==> src/rtl/shared_reg_arbiter_pkg.sv <==
// Shared types and helpers for the shared-register arbiter.
package shared_reg_arbiter_pkg;

  // Largest supported requester count is 16, so 4 bits cover any owner index.
  localparam int IDX_W_MAX = 4;

  typedef logic [IDX_W_MAX-1:0] idx_max_t;

  typedef enum logic [1:0] {
    IDLE  = 2'd0,
    GRANT = 2'd1,
    DONE  = 2'd2
  } state_t;

  // Ceiling log2, used to size the owner index from NREQ.
  function automatic int clog2(input int n);
    int r;
    r = 0;
    while ((1 << r) < n) r++;
    return r;
  endfunction

endpackage

==> src/rtl/shared_reg_arbiter_rr_pick.sv <==
// Round-robin winner selection: rotate requests so the slot after `last`
// sits at bit 0, take the lowest set bit, then map the offset back to an index.
module shared_reg_arbiter_rr_pick #(
  parameter int NREQ = 4,
  parameter int IW   = 2
) (
  input  logic [NREQ-1:0] req,
  input  logic [IW-1:0]   last,
  input  logic            mask,
  output logic [IW-1:0]   win,
  output logic            valid
);

  logic [NREQ-1:0] masked;
  logic [NREQ-1:0] rot;
  logic [IW:0]     shamt;
  int              w_int;

  // Drop the just-served requester when masking is requested.
  always_comb begin
    masked = req;
    for (int i = 0; i < NREQ; i++) begin
      if (mask && (last == IW'(i))) masked[i] = 1'b0;
    end
  end

  // Rotate right by last+1; shifting the doubled vector handles the wrap.
  always_comb begin
    shamt = {1'b0, last} + 1'b1;
    rot   = NREQ'({masked, masked} >> shamt);
  end

  // Lowest set bit of the rotated vector, translated back to a requester index.
  always_comb begin
    valid = 1'b0;
    win   = '0;
    w_int = 0;
    for (int k = 0; k < NREQ; k++) begin
      if (!valid && rot[k]) begin
        valid = 1'b1;
        w_int = int'(last) + 1 + k;
        if (w_int >= NREQ) w_int = w_int - NREQ;
        win = IW'(w_int);
      end
    end
  end

endmodule

==> src/rtl/shared_reg_arbiter.sv <==
// Round-robin arbiter and write sequencer for a single shared register.
//
//   state | meaning
//   IDLE  | no grant outstanding; arbitrate among all requests
//   GRANT | gnt[sel] high this cycle; commit if req[sel] still high
//   DONE  | ack high this cycle; arbitrate excluding the just-served requester
module shared_reg_arbiter
  import shared_reg_arbiter_pkg::*;
#(
  parameter  int NREQ  = 4,
  parameter  int WIDTH = 8,
  localparam int IW    = clog2(NREQ)
) (
  input  logic                  c,
  input  logic                  rstn,
  input  logic [NREQ-1:0]       req,
  input  logic [NREQ*WIDTH-1:0] wdata,
  output logic [NREQ-1:0]       gnt,
  output logic                  ack,
  output logic [WIDTH-1:0]      q,
  output logic [IW-1:0]         owner,
  output logic                  busy
);

  state_t           state;
  logic [IW-1:0]    sel;
  logic [IW-1:0]    last;
  logic [IW-1:0]    pick_win;
  logic             pick_valid;
  logic             sel_req;
  logic [WIDTH-1:0] sel_data;

  shared_reg_arbiter_rr_pick #(
    .NREQ (NREQ),
    .IW   (IW)
  ) u_rr_pick (
    .req   (req),
    .last  (last),
    .mask  (state == DONE),
    .win   (pick_win),
    .valid (pick_valid)
  );

  // Request bit and write data of the currently granted requester.
  always_comb begin
    sel_req  = 1'b0;
    sel_data = '0;
    for (int i = 0; i < NREQ; i++) begin
      if (sel == IW'(i)) begin
        sel_req  = req[i];
        sel_data = wdata[i*WIDTH +: WIDTH];
      end
    end
  end

  // Sequencer: grant, commit-or-abort, then re-arbitrate; all outputs registered.
  always_ff @(posedge c or negedge rstn) begin
    if (!rstn) begin
      state <= IDLE;
      gnt   <= '0;
      ack   <= 1'b0;
      q     <= '0;
      owner <= '0;
      busy  <= 1'b0;
      sel   <= '0;
      last  <= IW'(NREQ - 1);
    end else begin
      case (state)
        IDLE, DONE: begin
          ack <= 1'b0;
          if (pick_valid) begin
            gnt   <= NREQ'(1) << pick_win;
            sel   <= pick_win;
            state <= GRANT;
            busy  <= 1'b1;
          end else begin
            gnt   <= '0;
            state <= IDLE;
            busy  <= 1'b0;
          end
        end
        GRANT: begin
          gnt <= '0;
          if (sel_req) begin
            q     <= sel_data;
            owner <= sel;
            last  <= sel;
            ack   <= 1'b1;
            state <= DONE;
            busy  <= 1'b1;
          end else begin
            // Requester withdrew: drop the grant without writing or moving priority.
            ack   <= 1'b0;
            state <= IDLE;
            busy  <= 1'b0;
          end
        end
        default: begin
          gnt   <= '0;
          ack   <= 1'b0;
          state <= IDLE;
          busy  <= 1'b0;
        end
      endcase
    end
  end

endmodule

==> config.mk <==
export PLATFORM = sky130hd
export DESIGN_NAME = shared_reg_arbiter
export DESIGN_NICKNAME = d
export VERILOG_FILES = /design/src/rtl/shared_reg_arbiter_pkg.sv /design/src/rtl/shared_reg_arbiter_rr_pick.sv /design/src/rtl/shared_reg_arbiter.sv
export SDC_FILE = /design/constraint.sdc
export NUM_CORES = 1
export LEC_CHECK = 0
export BUFFER_PORTS_ARGS = -buffer_cell sky130_fd_sc_hd__buf_4
export CORE_MARGIN = 10
export CORE_UTILIZATION = 45
export CTS_CLUSTER_DIAMETER = 80
export DETAILED_ROUTE_END_ITERATION = 6
export PLACE_DENSITY = 0.84
export SETUP_SLACK_MARGIN = 0.3
export SLEW_MARGIN = 20
export SYNTH_ARGS = -nofsm -noshare
export SYNTH_HDL_FRONTEND = slang
export SYNTH_SLANG_ARGS = --single-unit
==> constraint.sdc <==
create_clock -name c -period 6.75 [get_ports c]
set_input_delay 1.0125 -clock c [delete_from_list [all_inputs] [get_ports c]]
set_output_delay 1.0125 -clock c [all_outputs]
set_load 0.02 [all_outputs]
Word-level counts from Yosys, hierarchy flattened --
Cells that the tools add are included.
Storage, ports and cells: flip-flop bits (word level) 22, input port bits 38, output and inout port bits 16
Cells by class: $add $sub $neg 9, order comparisons 4, eq/ne operators 8, shifts and indexed selects 2, multiplexer cells 33, reductions and logical operators 16
Operator list (count):
- 32-bit by 4-bit >= comparator with 1-bit output (second input constant) | 3
- 8-bit 2-to-1 mux | 4
- 2-bit 2-to-1 mux | 9
- 1-bit 2-to-1 mux | 16
- 2-bit equality test (second input constant) | 5
- 3-bit by 2-bit adder with 4-bit output (second input constant) | 2
- 4-bit 2-to-1 mux | 2
- 8-bit by 3-bit right shift with 4-bit output | 1
- 2-bit by 1-bit subtractor with 2-bit output (second input constant) | 4
- 1-bit logical AND | 7
- 2-bit by 1-bit adder with 3-bit output (second input constant) | 2
- 2-bit by 1-bit equality test with 1-bit output (second input constant) | 3
- 2-bit zero test | 3
- 3-bit by 1-bit adder with 4-bit output (second input constant) | 1
- 2-bit one-hot mux with 2 select lines | 1
- 2-bit AND reduction | 2
- 1-bit by 2-bit << shifter with 4-bit output (first input constant) | 1
- 3-bit >= comparator (second input constant) | 1
- 1-bit zero test | 3
- 1-bit one-hot mux with 2 select lines | 1
- 2-bit OR reduction | 1

Depth between registers and ports, before layout --
Gate-level depths: netlist (run 1).
word-level depth 17, gate-level depth with buffers 9, mapped depth without buffers 8

By module --
Synthesis (run 1) repeated with hierarchy kept, for this count alone.
Unflattened totals: cell total of the unflattened synthesis 112, area total of the unflattened synthesis 1445.1 um2
By module, submodules not included:
- shared_reg_arbiter | instances 1, cells an instance 67, area an instance 1104.8 um2, sequential area each 553.0 um2
- shared_reg_arbiter_rr_pick | instances 1, cells an instance 45, area an instance 340.3 um2, sequential area each 0.0 um2

Worst setup path after synthesis (run 1) --
OpenSTA, ideal clock, no wires.
kind register -> register, from reg last[0], to reg gnt[1], setup time 120 ps, arrival time 2457 ps, required time 6630 ps, setup slack 4173 ps, cell stages (with the launch flop) 8, path through dfstp_2 -> clkbuf_1 -> inv_1 -> ha_1 -> or4b_4 -> a2111oi_2 -> a311oi_2 -> and3_1
Between the ends: longest elaborated chain between the ends 17, elaborated cells between the ends (all ways) 47, classes of those cells 9 x add/sub; 4 x order compare; 3 x eq/ne; 2 x shift; 18 x mux; 11 x reduce/logical
Ends and longest elaborated chain:
- start: declaration | line shared_reg_arbiter.sv:27 | logic [IW-1:0] last;
- start signal: assignment | line shared_reg_arbiter.sv:66 | last <= IW'(NREQ - 1);
- start signal: assignment | line shared_reg_arbiter.sv:87 | last <= sel;
- parallel branches: the longest is 15 deep, another holds 32-bit by 4-bit >= comparator with 1-bit output
- 4-bit 2-to-1 mux (*) | line shared_reg_arbiter.sv:71 | if (pick_valid) begin
- 4-bit 2-to-1 mux (*) | line shared_reg_arbiter.sv:68 | case (state)
- end signal: assignment | line shared_reg_arbiter.sv:72 | gnt <= NREQ'(1) << pick_win;
- end: declaration | line shared_reg_arbiter.sv:18 | output logic [NREQ-1:0] gnt,
Every way passes the cells marked *. A chain may end at the register's enable or synchronous reset.

Worst setup path in the final report (run 1) --
Ends and elaborated chain as after synthesis.

==> impl_metrics.toml, run 1 <==
[run_status]
status = "completed"

[grt]
overflow = 0
grt_pass1_vias = 1280
grt_max_degree = 23
gr-usage-all-layers_pct = 13.3
antenna_found_initial = 0
grt_first_pass_wirelength_microns = 5780

[clock_tree]
cts_max_level = 1
holdBufCountCts = 0
cts_resized = 0
cts_buffer_depth = 2
post_cts_buffers = 0
insertion_delay_ns = 0.30
cts_root_buffer = "clkbuf_4"
clock_sinks = 22
cts_buffers = 3
cts_tree = "yes"
cts.clk_slew.worst_paths_ns = 0.12

[routing]
ant_nets = 0
drt-total-wl_microns = 3510
wl_per_cell_microns = 17.8
route.detailed.drc = 0
via_per_inst = 5.93
drtIter0Drc = 148
dr.pass1.iters = 4
num_vias = 1168

[sta]
rsz0062_at_grt = "false"
tightest_slew_ns = 1.03
hold_viol_final = 0
maxSlewHeadroom_pct = 30.9
skew_ns = 0.00213
timing.final.crit_share_pct = 39.1
setup_violations = 0
drv_slew = 0
finalSetupTns_ns = 0
min_period_ns = 2.64
max_freq_mhz = 379

[finish]
n_fill_cell = 208
drive_above_1_share_pct = 49.4
fin_nets = 209
final_area_sq_um = 1790
syn2layout_area_growth_pct = 33.9
antenna_cells = 0

[logic_synthesis]
synth_warnings = 0
synth_seq_cells = 22
synth_cell_type_count = 40
ys_seq_area_share_pct = 41.4
syn_area_per_cell_sq_um = 11.7
synth_fp_nets = 156
syn_inst = 114
netlist_area_sq_um = 1340

[worst_setup_path]
crit_required_ns = 6.96
crit_fanout = 10
slowest_stage = "dfstp_2"
start_kind = "register"
arrival_ns = 2.85
cp-end-kind = "register"
slowest_delay_ns = 0.65
crit_chain = "inv_1 -> ha_1 -> or4_1 -> a2111oi_2 -> a311oi_2 -> and3_1"
critical_path_class = "reg2reg"

[floorplan]
ios = 54
start_util_pct = 47.6
core_sq_um = 2810
die_y_microns = 74.5
die_area_sq_um = 5550
num_rows = 19
die-width_microns = 74.5

[pwr]
totalPowerFinal_w = 0.000778
pwr-share-clk_pct = 9.2
p_leak_nw = 0.833
vdd_drop_max_v = 0.000228
p_seq_share_pct = 35.5
p_switching_w = 0.000328
power_density_nw_per_um2 = 435
switching_share_pct = 42.1
p_comb_share_pct = 55.3
internal_power_w = 0.000451

[hold_path]
min_path_type = "reg2reg"

[flow_run]
cap_violations = 0

[placement]
gp_congestion = 0.959
portBuffers = 53
placed_cell_area_sq_um = 1750
dp_hpwl_microns = 2790
[kinds of logic after synthesis]
group           after synthesis  share of synthesized area, %
compound gates               23                          14.0
fa+ha+maj                     4                          3.75
buf+inv                      11                          3.18
flops                        22                          41.4
mux                          19                          22.7
simple gates                 35                          15.0
[final cells by class]
class | instances | area (sq um) | share of cell area, %
Inverter | 6 | 22.5 | 1.26
Timing Repair Buffer | 53 | 398 | 22.2
Clock buffer | 4 | 36.3 | 2.03
Tap cell | 31 | 38.8 | 2.17
Multi-Input combinational cell | 81 | 741 | 41.4
Sequential cell | 22 | 553 | 30.9
[metrics by stage]
stage	hold slack [ns]	worst slack, ns	utilization, %	cells
final	0.511	4.11	63.8	197
after global routing	0.534	3.94	63.8	197
after floorplan	0.530	4.17	-	114
after global placement	0.486	4.05	62.5	193
after CTS	0.516	4.13	63.8	197
after detailed placement	0.482	4.03	62.5	193
[routing by layer]
layer	vias up	global-route usage [%]	wire, microns
met5	-	0	0
met4	0	4.41	44
met3	6	6.12	432
met2	72	22.4	1720
met1	547	14.5	1320
li1	543	-	-
[critical path: cells and delay by family, from the launching register on]
kind / cells / cell delay, ns
compound gates: 2 / 0.48
fa+ha+maj: 1 / 0.43
buf+inv: 1 / 0.20
flops: 1 / 0.65
simple gates: 2 / 0.79
[worst paths after layout]
kind,start,cells after the start,slack [ns],endpoint
min,q[3]$_DFFE_PN0P_,1,0.51,q[3]$_DFFE_PN0P_
max,last[0]$_DFFE_PN1P_,6,4.11,gnt[1]$_DFF_PN0_
max reg2reg,last[0]$_DFFE_PN1P_,6,4.11,gnt[1]$_DFF_PN0_
max in group asynchronous,rstn,1,5.91,last[1]$_DFFE_PN1P_
min in group asynchronous,rstn,1,0.57,q[4]$_DFFE_PN0P_
min reg2reg,q[3]$_DFFE_PN0P_,1,0.51,q[3]$_DFFE_PN0P_
[power groups by stage]
stage,combinational [W],clock (W),sequential [W]
6_report,0.000431,0.0000716,0.000276
5_1_grt,0.000471,0.0000787,0.000291
4_1_cts,0.000437,0.0000723,0.000276
3_5_place_dp,0.000433,0,0.000277
3_3_place_gp,0.000420,0,0.000274
2_1_floorplan,0.000271,0,0.000289
[placed cells by master (no fill, tap or decap), types with 3 or more instances in the layout]
cell type	synthesis	final
nand2_1	9	9
ha_1	4	4
mux4_2	8	8
inv_1	5	5
o221ai_1	4	4
a21oi_1	4	4
clkbuf_4	0	3
nand2b_1	3	3
nand3b_1	3	3
mux2_2	7	7
nor2_1	6	6
buf_4	0	53
dfrtp_1	20	20
mux2_1	3	3
[synthesized netlist by cell type]
cell / number / area, sq um
nand4_1: 2 / 12.5
a211oi_1: 1 / 7.51
o21ai_1: 1 / 5.00
nor4_1: 1 / 6.26
a2111oi_2: 2 / 30.0
dfrtp_1: 20 / 500
ha_1: 4 / 50.1
or4_1: 1 / 7.51
a311oi_2: 1 / 15.0
mux2_2: 7 / 78.8
a2111oi_0: 1 / 8.76
or4b_4: 1 / 13.8
nand2_2: 1 / 6.26
and3_1: 2 / 12.5
clkbuf_1: 3 / 11.3
buf_1: 1 / 3.75
a21oi_1: 4 / 20.0
and2_1: 2 / 12.5
nand4b_1: 1 / 8.76
dfstp_2: 2 / 52.6
inv_2: 1 / 3.75
a31oi_1: 2 / 12.5
mux2_1: 3 / 33.8
o2111a_1: 1 / 11.3
o21a_1: 1 / 7.51
o21ai_0: 2 / 10.0
nand2_1: 9 / 33.8
buf_2: 1 / 5.00
o2111ai_1: 2 / 17.5
nor2_2: 1 / 6.26
a21o_1: 1 / 7.51
and3b_2: 1 / 10.0
nand2b_1: 3 / 18.8
nand3b_1: 3 / 22.5
nor2b_1: 1 / 6.26
mux4_2: 8 / 180
inv_1: 5 / 18.8
nor2_1: 6 / 22.5
mux2i_1: 1 / 10.0
o221ai_1: 4 / 35.0
[registers in the layout, summed over array words and instances, names as in the netlist]
name / flops
q: 8
gnt: 4
last: 2
owner: 2
sel: 2
state: 2
ack: 1
busy: 1
Note: power is estimated with default switching activity, not from simulation.
==> run 2: changes to the inputs <==
--- a/config.mk
+++ b/config.mk
@@ -7,7 +7,7 @@
 export LEC_CHECK = 0
 export BUFFER_PORTS_ARGS = -buffer_cell sky130_fd_sc_hd__buf_4
 export CORE_MARGIN = 10
-export CORE_UTILIZATION = 45
+export CORE_UTILIZATION = 43
 export CTS_CLUSTER_DIAMETER = 80
 export DETAILED_ROUTE_END_ITERATION = 6
 export PLACE_DENSITY = 0.84
==> constraint.sdc (replaced) <==
create_clock -name c -period 2.4 [get_ports c]
set_input_delay 0.36 -clock c [delete_from_list [all_inputs] [get_ports c]]
set_output_delay 0.36 -clock c [all_outputs]
set_load 0.02 [all_outputs]
==> run 2 against run 1 <==
Combinational power grew to 3.8 times the previous value; worst setup slack worse by 4.0 ns; flip-flop and latch count stayed put; register-to-register slack worse by 4.0 ns; sequential power grew to 2.8 times the previous value; critical endpoint unchanged; largest power group unchanged.
==> impl_metrics.toml, run 2 (same netlist as run 1, synthesis figures left out) <==
[worst_setup_path]
start_kind = "register"
slowest_delay_ns = 0.67
critical_path_class = "reg2reg"
arrival_ns = 2.55
crit_required_ns = 2.61
slowest_stage = "dfstp_2"
cp-end-kind = "register"
crit_fanout = 5
crit_chain = "ha_4 -> nand3b_1 -> and2_4 -> or4_4 -> a2111oi_4 -> a311oi_4 -> and3_1"

[finish]
largest_register_ffs = 8
reg_top3 = "q: 8 flops, gnt: 4 flops"
layout_common_cells = "buf_4, dfrtp_1, nand2_1, mux4_2, mux2_2"
layout.cells.non_filler = 222
n_fill_cell = 221
antenna_cells = 0
fin_nets = 232
register_area_sq_um = 553
multi_input_area_sq_um = 885
top_register = "q"
syn2layout_area_growth_pct = 59.1
layout_commonest_cell = "buf_4"
post-route-util_pct = 70.8
drive_above_1_share_pct = 62.4

[sta]
min_period_ns = 2.33
drv_slew = 0
setup_violations = 0
maxSlewHeadroom_pct = 66.2
skew_ns = 0.00101
max_freq_mhz = 428
hold_viol_final = 0
tightest_slew_ns = 0.507
hold_ws_ns = 0.452
rsz0062_at_grt = "true"
timing.final.crit_share_pct = 97.3

[clock_tree]
cts_max_level = 1
cts.clk_slew.worst_paths_ns = 0.12
cts_buffers = 3
cts_buffer_depth = 2
insertion_delay_ns = 0.31
cts_root_buffer = "clkbuf_4"
clock_sinks = 22
cts_tree = "yes"

[floorplan]
start_util_pct = 44.5
die-width_microns = 75.7
core_sq_um = 3000
ios = 54
num_rows = 20
die_area_sq_um = 5740
die_y_microns = 75.7

[placement]
gp_congestion = 0.860
portBuffers = 53
dp.cells = 204
dp_hpwl_microns = 3080

[grt]
antenna_found_initial = 0
overflow = 0
grt_max_degree = 23
grt_pass1_vias = 1418
gr-usage-all-layers_pct = 15.3
grt_first_pass_wirelength_microns = 6760

[routing]
wl_per_cell_microns = 18.7
dr.pass1.iters = 4
drtIter0Drc = 54
via_per_inst = 5.74
num_vias = 1274
ant_nets = 0
drt-total-wl_microns = 4150
route.detailed.drc = 0

[pwr]
vdd_drop_max_v = 0.000708
p_leak_nw = 0.965
power_density_nw_per_um2 = 1230

[run_status]
status = "completed"

[flow_run]
cap_violations = 0

[hold_path]
min_path_type = "in2async"
## run 2: cell types whose count changed in the layout (fill, tap and decap cells not counted), sizes merged
| cell | change |
|---|---|
| buf | +22 |
| dlygate4sd3 | +1 |
## run 2: worst paths after layout
path / cells after the start / slack, ns / to / from
setup / recovery: 7 / 0.07 / gnt[1]$_DFF_PN0_ / last[0]$_DFFE_PN1P_
hold / removal: 2 / 0.45 / q[0]$_DFFE_PN0P_ / rstn
setup reg to reg: 7 / 0.07 / gnt[1]$_DFF_PN0_ / last[0]$_DFFE_PN1P_
hold reg to reg: 2 / 0.51 / owner[0]$_DFFE_PN0P_ / owner[0]$_DFFE_PN0P_
max in group asynchronous: 2 / 1.68 / last[0]$_DFFE_PN1P_ / rstn
min in group c: 3 / 0.47 / q[1]$_DFFE_PN0P_ / wdata[1]
## run 2: layout make-up
type	count	share of cell area, %
Timing Repair Buffer	76	27.3
Clock buffer	4	1.71
Inverter	6	1.41
Tap cell	33	1.94
Sequential cell	22	26.0
Multi-Input combinational cell	81	41.6
## run 2: what timing repair did
| item | CTS | global route |
|---|---|---|
| buffers inserted | 10 | 3 |
| hold endpoints to repair | 20 | 0 |
| pin swaps | 10 | 6 |
| hold buffers | 1 | 0 |
| gates resized for setup | 10 | 8 |
| endpoints found under the setup margin | 7 | 7 |
## run 2: worst max-delay path, delay by kind of cell, from the launching register on
family / cells / cell delay (ns)
AND/OR/NAND/NOR: 4 / 0.97
flip-flops: 1 / 0.67
AO/OA/AOI/OAI: 2 / 0.44
adder cells (fa/ha/maj): 1 / 0.16
## run 2: metrics by stage
stage,setup TNS [ns],area [sq um],total power [W],setup slack (ns)
after detailed placement,0,1880,0.00216,0.00591
after CTS,0,2050,0.00249,0.114
after global routing,-0.0653,2130,0.00279,-0.0389
after floorplan,0,1400,0.00168,0.165
final,0,2130,0.00261,0.0656
after global placement,0,1880,0.00211,0.0504
## run 2: power breakdown
| group | internal, W | switching [W] |
|---|---|---|
| clock | 0.0000927 | 0.000110 |
| combinational | 0.000867 | 0.000776 |
| sequential | 0.000561 | 0.000201 |
## run 2: per-layer routing
layer,share of wire (%),track usage [%]
met1,39,17.0
met2,49,25.6
met3,11,7.03
met5,0,0
met4,0.75,4.74
